<file path="config.mk">
export PLATFORM = sky130hd
export DESIGN_NAME = bus_write_arbiter_mux_flat
export DESIGN_NICKNAME = d
export VERILOG_FILES = /design/src/rtl/bus_write_arbiter_mux_if.sv /design/src/rtl/bus_write_arbiter_mux.sv /design/src/flat_wrapper.sv
export SDC_FILE = /design/constraint.sdc
export NUM_CORES = 1
export LEC_CHECK = 0
export CAP_MARGIN = 5
export CORE_AREA = 5 5 125 127
export DETAILED_ROUTE_END_ITERATION = 10
export DIE_AREA = 0 0 130 132
export GPL_TIMING_DRIVEN = 0
export HOLD_SLACK_MARGIN = 0.15
export PLACE_DENSITY = 0.58
export SYNTH_ARGS = -nofsm -noshare
export SYNTH_HDL_FRONTEND = slang
export SYNTH_SLANG_ARGS = --single-unit
</file>
<file path="constraint.sdc">
create_clock -name aclk -period 1.8 [get_ports aclk]
set_clock_uncertainty 0.15 [all_clocks]
set_input_delay 0.36 -clock aclk [delete_from_list [all_inputs] [get_ports aclk]]
set_output_delay 0.36 -clock aclk [all_outputs]
set_load 0.05 [all_outputs]
</file>
<file path="src/rtl/bus_write_arbiter_mux_if.sv">
// AXI3 write-channel bundle (AW, W, B) shared by the downstream write port
// and each upstream write master. "master" is the side that issues writes,
// "slave" is the side that accepts them.
// Handshake rule on every channel: a beat transfers on a rising clock edge
// where valid and ready are both 1; the sender holds the payload stable
// while valid=1 and ready=0.
interface bus_write_arbiter_mux_if #(
   parameter int ID_W   = 4,
   parameter int DATA_W = 32
);
   logic [ID_W-1:0]     awid;
   logic [31:0]         awaddr;
   logic [3:0]          awlen;
   logic [2:0]          awsize;
   logic [1:0]          awburst;
   logic [1:0]          awlock;
   logic [3:0]          awcache;
   logic [2:0]          awprot;
   logic                awvalid;
   logic                awready;
   logic [ID_W-1:0]     wid;
   logic [DATA_W-1:0]   wdata;
   logic [DATA_W/8-1:0] wstrb;
   logic                wlast;
   logic                wvalid;
   logic                wready;
   logic [ID_W-1:0]     bid;
   logic [1:0]          bresp;
   logic                bvalid;
   logic                bready;

   modport master (
      output awid, awaddr, awlen, awsize, awburst, awlock, awcache, awprot, awvalid,
      input  awready,
      output wid, wdata, wstrb, wlast, wvalid,
      input  wready,
      input  bid, bresp, bvalid,
      output bready
   );

   modport slave (
      input  awid, awaddr, awlen, awsize, awburst, awlock, awcache, awprot, awvalid,
      output awready,
      input  wid, wdata, wstrb, wlast, wvalid,
      output wready,
      output bid, bresp, bvalid,
      input  bready
   );
endinterface

</file>
<file path="src/rtl/bus_write_arbiter_mux.sv">
// Two-master AXI3 write arbiter. Owns one whole write transaction at a time
// (AW, then the W burst, then B) with round-robin grant on ties. Downstream
// wlast comes from a beat counter; the master's wlast is only monitored and
// a disagreement raises a one-cycle wlast_err pulse.
// dbg_state encoding: 0=IDLE, 1=ADDR, 2=DATA, 3=RESP.
module bus_write_arbiter_mux #(
   parameter int ID_W   = 4,
   parameter int DATA_W = 32
) (
   input  logic                     aclk,
   input  logic                     aresetn,
   bus_write_arbiter_mux_if.master  dn,
   bus_write_arbiter_mux_if.slave   m0,
   bus_write_arbiter_mux_if.slave   m1,
   output logic                     m0_grnt,
   output logic                     m1_grnt,
   output logic                     wlast_err,
   output logic [1:0]               dbg_state
);

   typedef enum logic [1:0] {IDLE = 2'd0, ADDR = 2'd1, DATA = 2'd2, RESP = 2'd3} state_t;

   state_t state_q, state_d;
   logic   gsel_q, gsel_d;     // granted master: 0 = m0, 1 = m1
   logic   last_q, last_d;     // master granted most recently
   logic [3:0] cnt_q, len_q;
   logic   err_q;

   // Signals of whichever master currently holds the grant
   logic [ID_W-1:0]     sel_awid, sel_wid;
   logic [31:0]         sel_awaddr;
   logic [3:0]          sel_awlen, sel_awcache;
   logic [2:0]          sel_awsize, sel_awprot;
   logic [1:0]          sel_awburst, sel_awlock;
   logic [DATA_W-1:0]   sel_wdata;
   logic [DATA_W/8-1:0] sel_wstrb;
   logic sel_awvalid, sel_wvalid, sel_wlast, sel_bready;
   logic aw_hs, w_hs, b_hs, cnt_last;

   assign sel_awid    = gsel_q ? m1.awid    : m0.awid;
   assign sel_awaddr  = gsel_q ? m1.awaddr  : m0.awaddr;
   assign sel_awlen   = gsel_q ? m1.awlen   : m0.awlen;
   assign sel_awsize  = gsel_q ? m1.awsize  : m0.awsize;
   assign sel_awburst = gsel_q ? m1.awburst : m0.awburst;
   assign sel_awlock  = gsel_q ? m1.awlock  : m0.awlock;
   assign sel_awcache = gsel_q ? m1.awcache : m0.awcache;
   assign sel_awprot  = gsel_q ? m1.awprot  : m0.awprot;
   assign sel_awvalid = gsel_q ? m1.awvalid : m0.awvalid;
   assign sel_wid     = gsel_q ? m1.wid     : m0.wid;
   assign sel_wdata   = gsel_q ? m1.wdata   : m0.wdata;
   assign sel_wstrb   = gsel_q ? m1.wstrb   : m0.wstrb;
   assign sel_wlast   = gsel_q ? m1.wlast   : m0.wlast;
   assign sel_wvalid  = gsel_q ? m1.wvalid  : m0.wvalid;
   assign sel_bready  = gsel_q ? m1.bready  : m0.bready;

   assign cnt_last = (cnt_q == len_q);
   assign aw_hs    = (state_q == ADDR) && sel_awvalid && dn.awready;
   assign w_hs     = (state_q == DATA) && sel_wvalid && dn.wready;
   assign b_hs     = (state_q == RESP) && dn.bvalid && sel_bready;

   assign m0_grnt   = (state_q != IDLE) && !gsel_q;
   assign m1_grnt   = (state_q != IDLE) &&  gsel_q;
   assign wlast_err = err_q;
   assign dbg_state = state_q;

   // State, grant, beat counter and wlast monitor registers
   always_ff @(posedge aclk) begin
      if (!aresetn) begin
         state_q <= IDLE;
         gsel_q  <= 1'b0;
         last_q  <= 1'b1;
         cnt_q   <= 4'd0;
         len_q   <= 4'd0;
         err_q   <= 1'b0;
      end else begin
         state_q <= state_d;
         gsel_q  <= gsel_d;
         last_q  <= last_d;
         if (aw_hs) begin
            len_q <= sel_awlen;
            cnt_q <= 4'd0;
         end else if (w_hs) begin
            cnt_q <= cnt_q + 4'd1;
         end
         err_q <= w_hs && (sel_wlast != cnt_last);
      end
   end

   // Next-state and round-robin arbitration
   always_comb begin
      state_d = state_q;
      gsel_d  = gsel_q;
      last_d  = last_q;
      case (state_q)
         IDLE: begin
            if (m0.awvalid || m1.awvalid) begin
               gsel_d  = (m0.awvalid && m1.awvalid) ? ~last_q : m1.awvalid;
               last_d  = gsel_d;
               state_d = ADDR;
            end
         end
         ADDR:    if (aw_hs) state_d = DATA;
         DATA:    if (w_hs && cnt_last) state_d = RESP;
         RESP:    if (b_hs) state_d = IDLE;
         default: state_d = IDLE;
      endcase
   end

   // Channel routing: only the channel owned by the current state is live
   always_comb begin
      dn.awid = '0; dn.awaddr = '0; dn.awlen = '0; dn.awsize = '0;
      dn.awburst = '0; dn.awlock = '0; dn.awcache = '0; dn.awprot = '0;
      dn.awvalid = 1'b0;
      dn.wid = '0; dn.wdata = '0; dn.wstrb = '0; dn.wlast = 1'b0; dn.wvalid = 1'b0;
      dn.bready = 1'b0;
      m0.awready = 1'b0; m0.wready = 1'b0; m0.bid = '0; m0.bresp = '0; m0.bvalid = 1'b0;
      m1.awready = 1'b0; m1.wready = 1'b0; m1.bid = '0; m1.bresp = '0; m1.bvalid = 1'b0;
      case (state_q)
         ADDR: begin
            dn.awid    = sel_awid;
            dn.awaddr  = sel_awaddr;
            dn.awlen   = sel_awlen;
            dn.awsize  = sel_awsize;
            dn.awburst = sel_awburst;
            dn.awlock  = sel_awlock;
            dn.awcache = sel_awcache;
            dn.awprot  = sel_awprot;
            dn.awvalid = sel_awvalid;
            m0.awready = !gsel_q && dn.awready;
            m1.awready =  gsel_q && dn.awready;
         end
         DATA: begin
            dn.wid     = sel_wid;
            dn.wdata   = sel_wdata;
            dn.wstrb   = sel_wstrb;
            dn.wlast   = cnt_last;
            dn.wvalid  = sel_wvalid;
            m0.wready  = !gsel_q && dn.wready;
            m1.wready  =  gsel_q && dn.wready;
         end
         RESP: begin
            dn.bready = sel_bready;
            if (gsel_q) begin
               m1.bid = dn.bid; m1.bresp = dn.bresp; m1.bvalid = dn.bvalid;
            end else begin
               m0.bid = dn.bid; m0.bresp = dn.bresp; m0.bvalid = dn.bvalid;
            end
         end
         default: ;
      endcase
   end

endmodule

</file>
<file path="src/flat_wrapper.sv">
// flat-port wrapper written by rule: the top's interface ports become plain ports
module bus_write_arbiter_mux_flat 
#(
   parameter int ID_W   = 4,
   parameter int DATA_W = 32
)
  (aclk, aresetn, m0_grnt, m1_grnt, wlast_err, dbg_state, dn_awid, dn_awaddr, dn_awlen, dn_awsize, dn_awburst, dn_awlock, dn_awcache, dn_awprot, dn_awvalid, dn_awready, dn_wid, dn_wdata, dn_wstrb, dn_wlast, dn_wvalid, dn_wready, dn_bid, dn_bresp, dn_bvalid, dn_bready, m0_awid, m0_awaddr, m0_awlen, m0_awsize, m0_awburst, m0_awlock, m0_awcache, m0_awprot, m0_awvalid, m0_awready, m0_wid, m0_wdata, m0_wstrb, m0_wlast, m0_wvalid, m0_wready, m0_bid, m0_bresp, m0_bvalid, m0_bready, m1_awid, m1_awaddr, m1_awlen, m1_awsize, m1_awburst, m1_awlock, m1_awcache, m1_awprot, m1_awvalid, m1_awready, m1_wid, m1_wdata, m1_wstrb, m1_wlast, m1_wvalid, m1_wready, m1_bid, m1_bresp, m1_bvalid, m1_bready);
  bus_write_arbiter_mux_if #(.ID_W(ID_W), .DATA_W(DATA_W)) dn_i ();
  bus_write_arbiter_mux_if #(.ID_W(ID_W), .DATA_W(DATA_W)) m0_i ();
  bus_write_arbiter_mux_if #(.ID_W(ID_W), .DATA_W(DATA_W)) m1_i ();
  input  logic aclk;
  input  logic aresetn;
  output logic m0_grnt;
  output logic m1_grnt;
  output logic wlast_err;
  output logic [1:0] dbg_state;
  output wire logic [$bits(dn_i.awid)-1:0] dn_awid;
  output wire logic [$bits(dn_i.awaddr)-1:0] dn_awaddr;
  output wire logic [$bits(dn_i.awlen)-1:0] dn_awlen;
  output wire logic [$bits(dn_i.awsize)-1:0] dn_awsize;
  output wire logic [$bits(dn_i.awburst)-1:0] dn_awburst;
  output wire logic [$bits(dn_i.awlock)-1:0] dn_awlock;
  output wire logic [$bits(dn_i.awcache)-1:0] dn_awcache;
  output wire logic [$bits(dn_i.awprot)-1:0] dn_awprot;
  output wire logic [$bits(dn_i.awvalid)-1:0] dn_awvalid;
  input wire logic [$bits(dn_i.awready)-1:0] dn_awready;
  output wire logic [$bits(dn_i.wid)-1:0] dn_wid;
  output wire logic [$bits(dn_i.wdata)-1:0] dn_wdata;
  output wire logic [$bits(dn_i.wstrb)-1:0] dn_wstrb;
  output wire logic [$bits(dn_i.wlast)-1:0] dn_wlast;
  output wire logic [$bits(dn_i.wvalid)-1:0] dn_wvalid;
  input wire logic [$bits(dn_i.wready)-1:0] dn_wready;
  input wire logic [$bits(dn_i.bid)-1:0] dn_bid;
  input wire logic [$bits(dn_i.bresp)-1:0] dn_bresp;
  input wire logic [$bits(dn_i.bvalid)-1:0] dn_bvalid;
  output wire logic [$bits(dn_i.bready)-1:0] dn_bready;
  input wire logic [$bits(m0_i.awid)-1:0] m0_awid;
  input wire logic [$bits(m0_i.awaddr)-1:0] m0_awaddr;
  input wire logic [$bits(m0_i.awlen)-1:0] m0_awlen;
  input wire logic [$bits(m0_i.awsize)-1:0] m0_awsize;
  input wire logic [$bits(m0_i.awburst)-1:0] m0_awburst;
  input wire logic [$bits(m0_i.awlock)-1:0] m0_awlock;
  input wire logic [$bits(m0_i.awcache)-1:0] m0_awcache;
  input wire logic [$bits(m0_i.awprot)-1:0] m0_awprot;
  input wire logic [$bits(m0_i.awvalid)-1:0] m0_awvalid;
  output wire logic [$bits(m0_i.awready)-1:0] m0_awready;
  input wire logic [$bits(m0_i.wid)-1:0] m0_wid;
  input wire logic [$bits(m0_i.wdata)-1:0] m0_wdata;
  input wire logic [$bits(m0_i.wstrb)-1:0] m0_wstrb;
  input wire logic [$bits(m0_i.wlast)-1:0] m0_wlast;
  input wire logic [$bits(m0_i.wvalid)-1:0] m0_wvalid;
  output wire logic [$bits(m0_i.wready)-1:0] m0_wready;
  output wire logic [$bits(m0_i.bid)-1:0] m0_bid;
  output wire logic [$bits(m0_i.bresp)-1:0] m0_bresp;
  output wire logic [$bits(m0_i.bvalid)-1:0] m0_bvalid;
  input wire logic [$bits(m0_i.bready)-1:0] m0_bready;
  input wire logic [$bits(m1_i.awid)-1:0] m1_awid;
  input wire logic [$bits(m1_i.awaddr)-1:0] m1_awaddr;
  input wire logic [$bits(m1_i.awlen)-1:0] m1_awlen;
  input wire logic [$bits(m1_i.awsize)-1:0] m1_awsize;
  input wire logic [$bits(m1_i.awburst)-1:0] m1_awburst;
  input wire logic [$bits(m1_i.awlock)-1:0] m1_awlock;
  input wire logic [$bits(m1_i.awcache)-1:0] m1_awcache;
  input wire logic [$bits(m1_i.awprot)-1:0] m1_awprot;
  input wire logic [$bits(m1_i.awvalid)-1:0] m1_awvalid;
  output wire logic [$bits(m1_i.awready)-1:0] m1_awready;
  input wire logic [$bits(m1_i.wid)-1:0] m1_wid;
  input wire logic [$bits(m1_i.wdata)-1:0] m1_wdata;
  input wire logic [$bits(m1_i.wstrb)-1:0] m1_wstrb;
  input wire logic [$bits(m1_i.wlast)-1:0] m1_wlast;
  input wire logic [$bits(m1_i.wvalid)-1:0] m1_wvalid;
  output wire logic [$bits(m1_i.wready)-1:0] m1_wready;
  output wire logic [$bits(m1_i.bid)-1:0] m1_bid;
  output wire logic [$bits(m1_i.bresp)-1:0] m1_bresp;
  output wire logic [$bits(m1_i.bvalid)-1:0] m1_bvalid;
  input wire logic [$bits(m1_i.bready)-1:0] m1_bready;
  assign dn_awid = dn_i.awid;
  assign dn_awaddr = dn_i.awaddr;
  assign dn_awlen = dn_i.awlen;
  assign dn_awsize = dn_i.awsize;
  assign dn_awburst = dn_i.awburst;
  assign dn_awlock = dn_i.awlock;
  assign dn_awcache = dn_i.awcache;
  assign dn_awprot = dn_i.awprot;
  assign dn_awvalid = dn_i.awvalid;
  assign dn_i.awready = dn_awready;
  assign dn_wid = dn_i.wid;
  assign dn_wdata = dn_i.wdata;
  assign dn_wstrb = dn_i.wstrb;
  assign dn_wlast = dn_i.wlast;
  assign dn_wvalid = dn_i.wvalid;
  assign dn_i.wready = dn_wready;
  assign dn_i.bid = dn_bid;
  assign dn_i.bresp = dn_bresp;
  assign dn_i.bvalid = dn_bvalid;
  assign dn_bready = dn_i.bready;
  assign m0_i.awid = m0_awid;
  assign m0_i.awaddr = m0_awaddr;
  assign m0_i.awlen = m0_awlen;
  assign m0_i.awsize = m0_awsize;
  assign m0_i.awburst = m0_awburst;
  assign m0_i.awlock = m0_awlock;
  assign m0_i.awcache = m0_awcache;
  assign m0_i.awprot = m0_awprot;
  assign m0_i.awvalid = m0_awvalid;
  assign m0_awready = m0_i.awready;
  assign m0_i.wid = m0_wid;
  assign m0_i.wdata = m0_wdata;
  assign m0_i.wstrb = m0_wstrb;
  assign m0_i.wlast = m0_wlast;
  assign m0_i.wvalid = m0_wvalid;
  assign m0_wready = m0_i.wready;
  assign m0_bid = m0_i.bid;
  assign m0_bresp = m0_i.bresp;
  assign m0_bvalid = m0_i.bvalid;
  assign m0_i.bready = m0_bready;
  assign m1_i.awid = m1_awid;
  assign m1_i.awaddr = m1_awaddr;
  assign m1_i.awlen = m1_awlen;
  assign m1_i.awsize = m1_awsize;
  assign m1_i.awburst = m1_awburst;
  assign m1_i.awlock = m1_awlock;
  assign m1_i.awcache = m1_awcache;
  assign m1_i.awprot = m1_awprot;
  assign m1_i.awvalid = m1_awvalid;
  assign m1_awready = m1_i.awready;
  assign m1_i.wid = m1_wid;
  assign m1_i.wdata = m1_wdata;
  assign m1_i.wstrb = m1_wstrb;
  assign m1_i.wlast = m1_wlast;
  assign m1_i.wvalid = m1_wvalid;
  assign m1_wready = m1_i.wready;
  assign m1_bid = m1_i.bid;
  assign m1_bresp = m1_i.bresp;
  assign m1_bvalid = m1_i.bvalid;
  assign m1_i.bready = m1_bready;
  bus_write_arbiter_mux #(.ID_W(ID_W), .DATA_W(DATA_W)) u_core (.aclk(aclk), .aresetn(aresetn), .dn(dn_i), .m0(m0_i), .m1(m1_i), .m0_grnt(m0_grnt), .m1_grnt(m1_grnt), .wlast_err(wlast_err), .dbg_state(dbg_state));
endmodule
</file>
# ---- Word level (Yosys, flattened, before mapping)
# Index checks and enable logic that the tools add are counted.
dict set report classes {
  n_eq_ne 9
  bitwise 2
  n_reduce_logical 22
  n_addsub 1
  n_mux 52
}
# op n
set ops {}
lappend ops {{$mux W32} 4}
lappend ops {{$mux W4} 14}
lappend ops {{$mux W2} 12}
lappend ops {{$mux W1} 17}
lappend ops {{$logic_and A1 B1 Y1} 15}
lappend ops {{$mux W3} 4}
lappend ops {{$pmux W2 S4} 1}
lappend ops {{$ne A2 B1 Y1 const B} 3}
lappend ops {{$add A4 B1 Y4 const B} 1}
lappend ops {{$eq A2 B2 Y1 const B} 2}
lappend ops {{$eq A4 B4 Y1} 1}
lappend ops {{$reduce_and A4 Y1} 1}
lappend ops {{$eq A2 B1 Y1 const B} 1}
lappend ops {{$logic_not A2 Y1} 1}
lappend ops {{$ne A2 B2 Y1 const B} 1}
lappend ops {{$not A1 Y1} 2}
lappend ops {{$reduce_and A2 Y1} 1}
lappend ops {{$reduce_bool A2 Y1} 1}
lappend ops {{$reduce_or A2 Y1} 1}
lappend ops {{$logic_not A1 Y1} 1}
lappend ops {{$logic_or A1 B1 Y1} 1}
lappend ops {{$ne A1 B1 Y1} 1}
dict set report word_totals {
  regBits 13
  output_inout_bits 121
  in_bits 207
}

# ---- Logic depth before layout (Yosys ltp)
dict set report logic_depth {
  ltp_word 6
  ltp_mapped 8
  ltp_nobuf 7
}

# ---- Least setup slack after synthesis
# Ideal clock, no wire load.
dict set report synth_timing {
  path_type {register -> output}
  start {reg u_core.state_q[0] (netlist: u_core.dbg_state[0])}
  end {out dn_awaddr[0]}
  required_ps 1290
  arrival_time_ps 2069
  path_stages_with_launch 6
  path_slack_ps -779
  cell_sequence {dfxtp_1 > ha_1 > inv_1 > clkbuf_1 > buf_1 > nor2_1}
}
dict set report synth_via {
  elab_chain_cells 2
}
# element line
set synth_lines {}
lappend synth_lines {{start, declared} bus_write_arbiter_mux.sv:23} ;# state_t state_q, state_d;
lappend synth_lines {{start signal, assigned} bus_write_arbiter_mux.sv:76} ;# state_q <= state_d;
lappend synth_lines {{$eq A2 B1 Y1} bus_write_arbiter_mux.sv:118} ;# case (state_q)
lappend synth_lines {{$mux W32} bus_write_arbiter_mux.sv:118}
lappend synth_lines {{end, declared} flat_wrapper.sv:18} ;# output wire logic [$bits(dn_i.awaddr)-1:0] dn_awaddr;
# No other way between the ends.

# ---- Worst setup path after layout
dict set report layout_timing {
  start {reg u_core.gsel_q}
  end {out dn_awaddr[13]}
}
dict set report layout_via {
  elab_chain_cells 2
}
# element line
set layout_lines {}
lappend layout_lines {{start, declared} bus_write_arbiter_mux.sv:24} ;# logic gsel_q, gsel_d;
lappend layout_lines {{start signal, assigned} bus_write_arbiter_mux.sv:77} ;# gsel_q <= gsel_d;
lappend layout_lines {{$mux W32} bus_write_arbiter_mux.sv:41} ;# assign sel_awaddr = gsel_q ? m1.awaddr : m0.awaddr;
lappend layout_lines {{$mux W32} bus_write_arbiter_mux.sv:118}
# No other way between the ends.

==> results_dict.tcl <==
set metrics [dict create \
    die_h_um 132 \
    synth_compound_area_share_pct 5.25 \
    yosys_warnings 0 \
    vias_per_cell 4.32 \
    hold_viol_final 0 \
    fin_nets 917 \
    cp.arrival_ns 1.54 \
    drv_slew 0 \
    max-cap-violations 0 \
    path_clk_slew_ns 0.04 \
    netlist_instances 318 \
    critPathMaxStageDelay_ns 0.36 \
    multi_input_area_um2 4070 \
    finalSetupViolations 119 \
    violations "negative setup slack" \
    synth_adder_area_share_pct 3.12 \
    hpwlAfterDp_mm 12.5 \
    crit_slowest_cell "dfxtp_4" \
    maxSlewHeadroom_pct 65.1 \
    port_buffers 327 \
    critPathMaxFanout 8 \
    drc 0 \
    max_freq_mhz 488 \
    vias 3833 \
    cts_max_path_buffers 2 \
    min_period_over_period_pct 114 \
    nFillCells 1050 \
    synth_xor_area_share_pct 2.91 \
    crit_buf_inv 4 \
    reg2reg_depth 7 \
    firstDrtPassIters 4 \
    final.setup.worst_slack_ns -0.249 \
    clkLatencyLatePin_ns 0.24 \
    cp_num_cells 6 \
    track_usage_pct 17.2 \
    grt_pass1_vias 4080 \
    avgSynthCellArea_um2 7.57 \
    yosys.area_share.simple_pct 30.3 \
    area_delta_synth_final_pct 299 \
    syn_nets 531 \
    synthesis.area_um2 2410 \
    ys_seq_area_share_pct 10.8 \
    synth_top_family_by_area "multiplexers" \
    critical_path_class "reg2out" \
    dieArea_um2 17200 \
    synthMuxAreaShare_pct 41.3 \
    fin_crit_ns 2.05 \
    grt_pass1_wl_mm 23.5 \
    ir_drop_uv 593 \
    wire_per_inst_um 19.0 \
    synth_cell_types 28 \
    p_per_area_nw_per_um2 1180 \
    hp-class "reg2reg" \
    cts_sinks 13 \
    seqCellArea_um2 274 \
    antenna_found_initial 0 \
    crit_family "buffers and inverters" \
    diodes 0 \
    setup.worst_path.end_class "output port" \
    ant_nets 0 \
    num_rows 44 \
    start_util_pct 16.8 \
    layout-drive-gt1-share_pct 62.3 \
    fp.dieW_um 130 \
    status "complete, but fails checks" \
    ys_ff_latch 13 \
    p_leak_nw 3.47 \
    crit_chain "buf_12 > buf_16 > clkbuf_16 > mux2i_4 > nor2_4 > buf_8" \
    final_cell_mix "clkdlybuf4s50_1, mux2i_4, buf_8" \
    place_ws_ns -1.04 \
    gp_congestion 0.746 \
    drtIter0Drc 59 \
    numCtsBuffers 3 \
    rsz0062_at_grt "yes" \
    grt_max_degree 11 \
    grt.overflow.total 0 \
    tritoncts "yes" \
    r2r_setup_slack_ns -0.03 \
    hold_path_depth 1 \
    power_mw 11.3 \
    core_um2 14300 \
    htreeDepth 1 \
    cp_data_required_time_ns 1.29 \
    cp-start-kind "flop" \
    tightest_slew_ns 0.526 \
    ios 328 \
    whs_ns 0.351 \
    layout_commonest_cell "clkdlybuf4s50_1" \
    root_buffer "clkbuf_16" \
    finalWirelength_mm 16.9 \
]
## report_power, final
group	internal [mW]	switching, mW	total [mW]
registers	0.356	0.0870	0.443
logic	5.23	5.25	10.5
clock network	0.298	0.117	0.416
total	5.88	5.45	11.3
## per-stage QoR
step	utilization (%)	area (um2)	setup TNS [ns]	instances
floorplan	-	3290	-12.72	318
global placement	47.5	6790	-106.15	829
detailed placement	47.5	6790	-108.17	829
CTS	59.5	8510	-32.21	858
global route	67.2	9620	-28.33	887
finish	67.2	9620	-22.28	887
## sequential cells by signal (all words and copies together) (netlist names)
name              cells
u_core.cnt_q          4
u_core.dbg_state      2
u_core.gsel_q         1
u_core.len_q          4
u_core.wlast_err      1
u_core.last_q         1
## metal layers
metal | up-vias | share of wire [%] | track usage, %
met5 | - | 0 | 0
met4 | 0 | 1.1 | 2.25
met3 | 16 | 9.4 | 4.42
met2 | 193 | 55 | 32.8
met1 | 1764 | 34 | 19.4
li1 | 1860 | - | -
## synthesized netlist by cell type
library cell | instances | area share [%]
nor2_4 | 1 | 0.47
a21boi_2 | 1 | 0.47
a2bb2oi_1 | 1 | 0.36
nor2b_1 | 45 | 12
a21oi_1 | 3 | 0.62
xor2_1 | 5 | 1.8
buf_1 | 1 | 0.16
and3_1 | 10 | 2.6
dfxtp_1 | 13 | 11
nand2_1 | 16 | 2.5
nor4_4 | 1 | 0.88
nor2_1 | 64 | 10
o211ai_1 | 1 | 0.31
and2_1 | 7 | 1.8
mux2i_1 | 98 | 41
buf_2 | 5 | 1.0
o221a_1 | 1 | 0.47
a21boi_0 | 1 | 0.31
o211a_1 | 5 | 2.1
xnor2_1 | 3 | 1.1
o21ai_0 | 2 | 0.42
buf_4 | 8 | 2.5
o21ai_1 | 1 | 0.21
clkbuf_1 | 12 | 1.9
mux2i_2 | 1 | 0.57
inv_1 | 5 | 0.78
ha_1 | 6 | 3.1
and4_1 | 1 | 0.36
## worst register-to-register path, cell delays in order (launching register included)
cell      delay (ns)
dfxtp_4         0.35
buf_12          0.15
buf_4           0.14
mux2i_4         0.19
o21ai_2         0.13
o221a_1         0.24
a21boi_2        0.21
mux2i_1         0.19
## cell families (layout without fill, tap and decap cells)
family                   Yosys count  count (layout)
buffers and inverters             31             416
XOR/XNOR                           8               8
multiplexers                      99              99
flip-flops                        13              13
adder cells (fa/ha/maj)            6               6
AND/OR/NAND/NOR                  145             145
AO/OA/AOI/OAI                     16              16
## what timing repair did
action                                   CTS  global route
pin swaps                                  6            46
hold buffers                               0             0
gates cloned                              11            13
endpoints found under the setup margin   131           128
endpoints found under the hold margin      0             0
setup buffers                             14            22
gates resized for setup                 1061           148
## final cells by class
type                            count  share of cell area, %
Timing Repair Buffer              383                   45.6
Buffer                             24                   5.82
Clock buffer                        4                  0.820
Inverter                            5                  0.299
Sequential cell                    13                   2.85
Multi-Input combinational cell    274                   42.3
Tap cell                          184                   2.39
## path summary, 6_finish.rpt
kind                 start                  end
min          u_core.last_q        u_core.last_q
min reg2reg  u_core.last_q        u_core.last_q
max reg2reg  u_core.gsel_q  u_core.dbg_state[1]
max          u_core.gsel_q        dn_awaddr[13]
No activity file was read; power rests on OpenSTA's default activity.
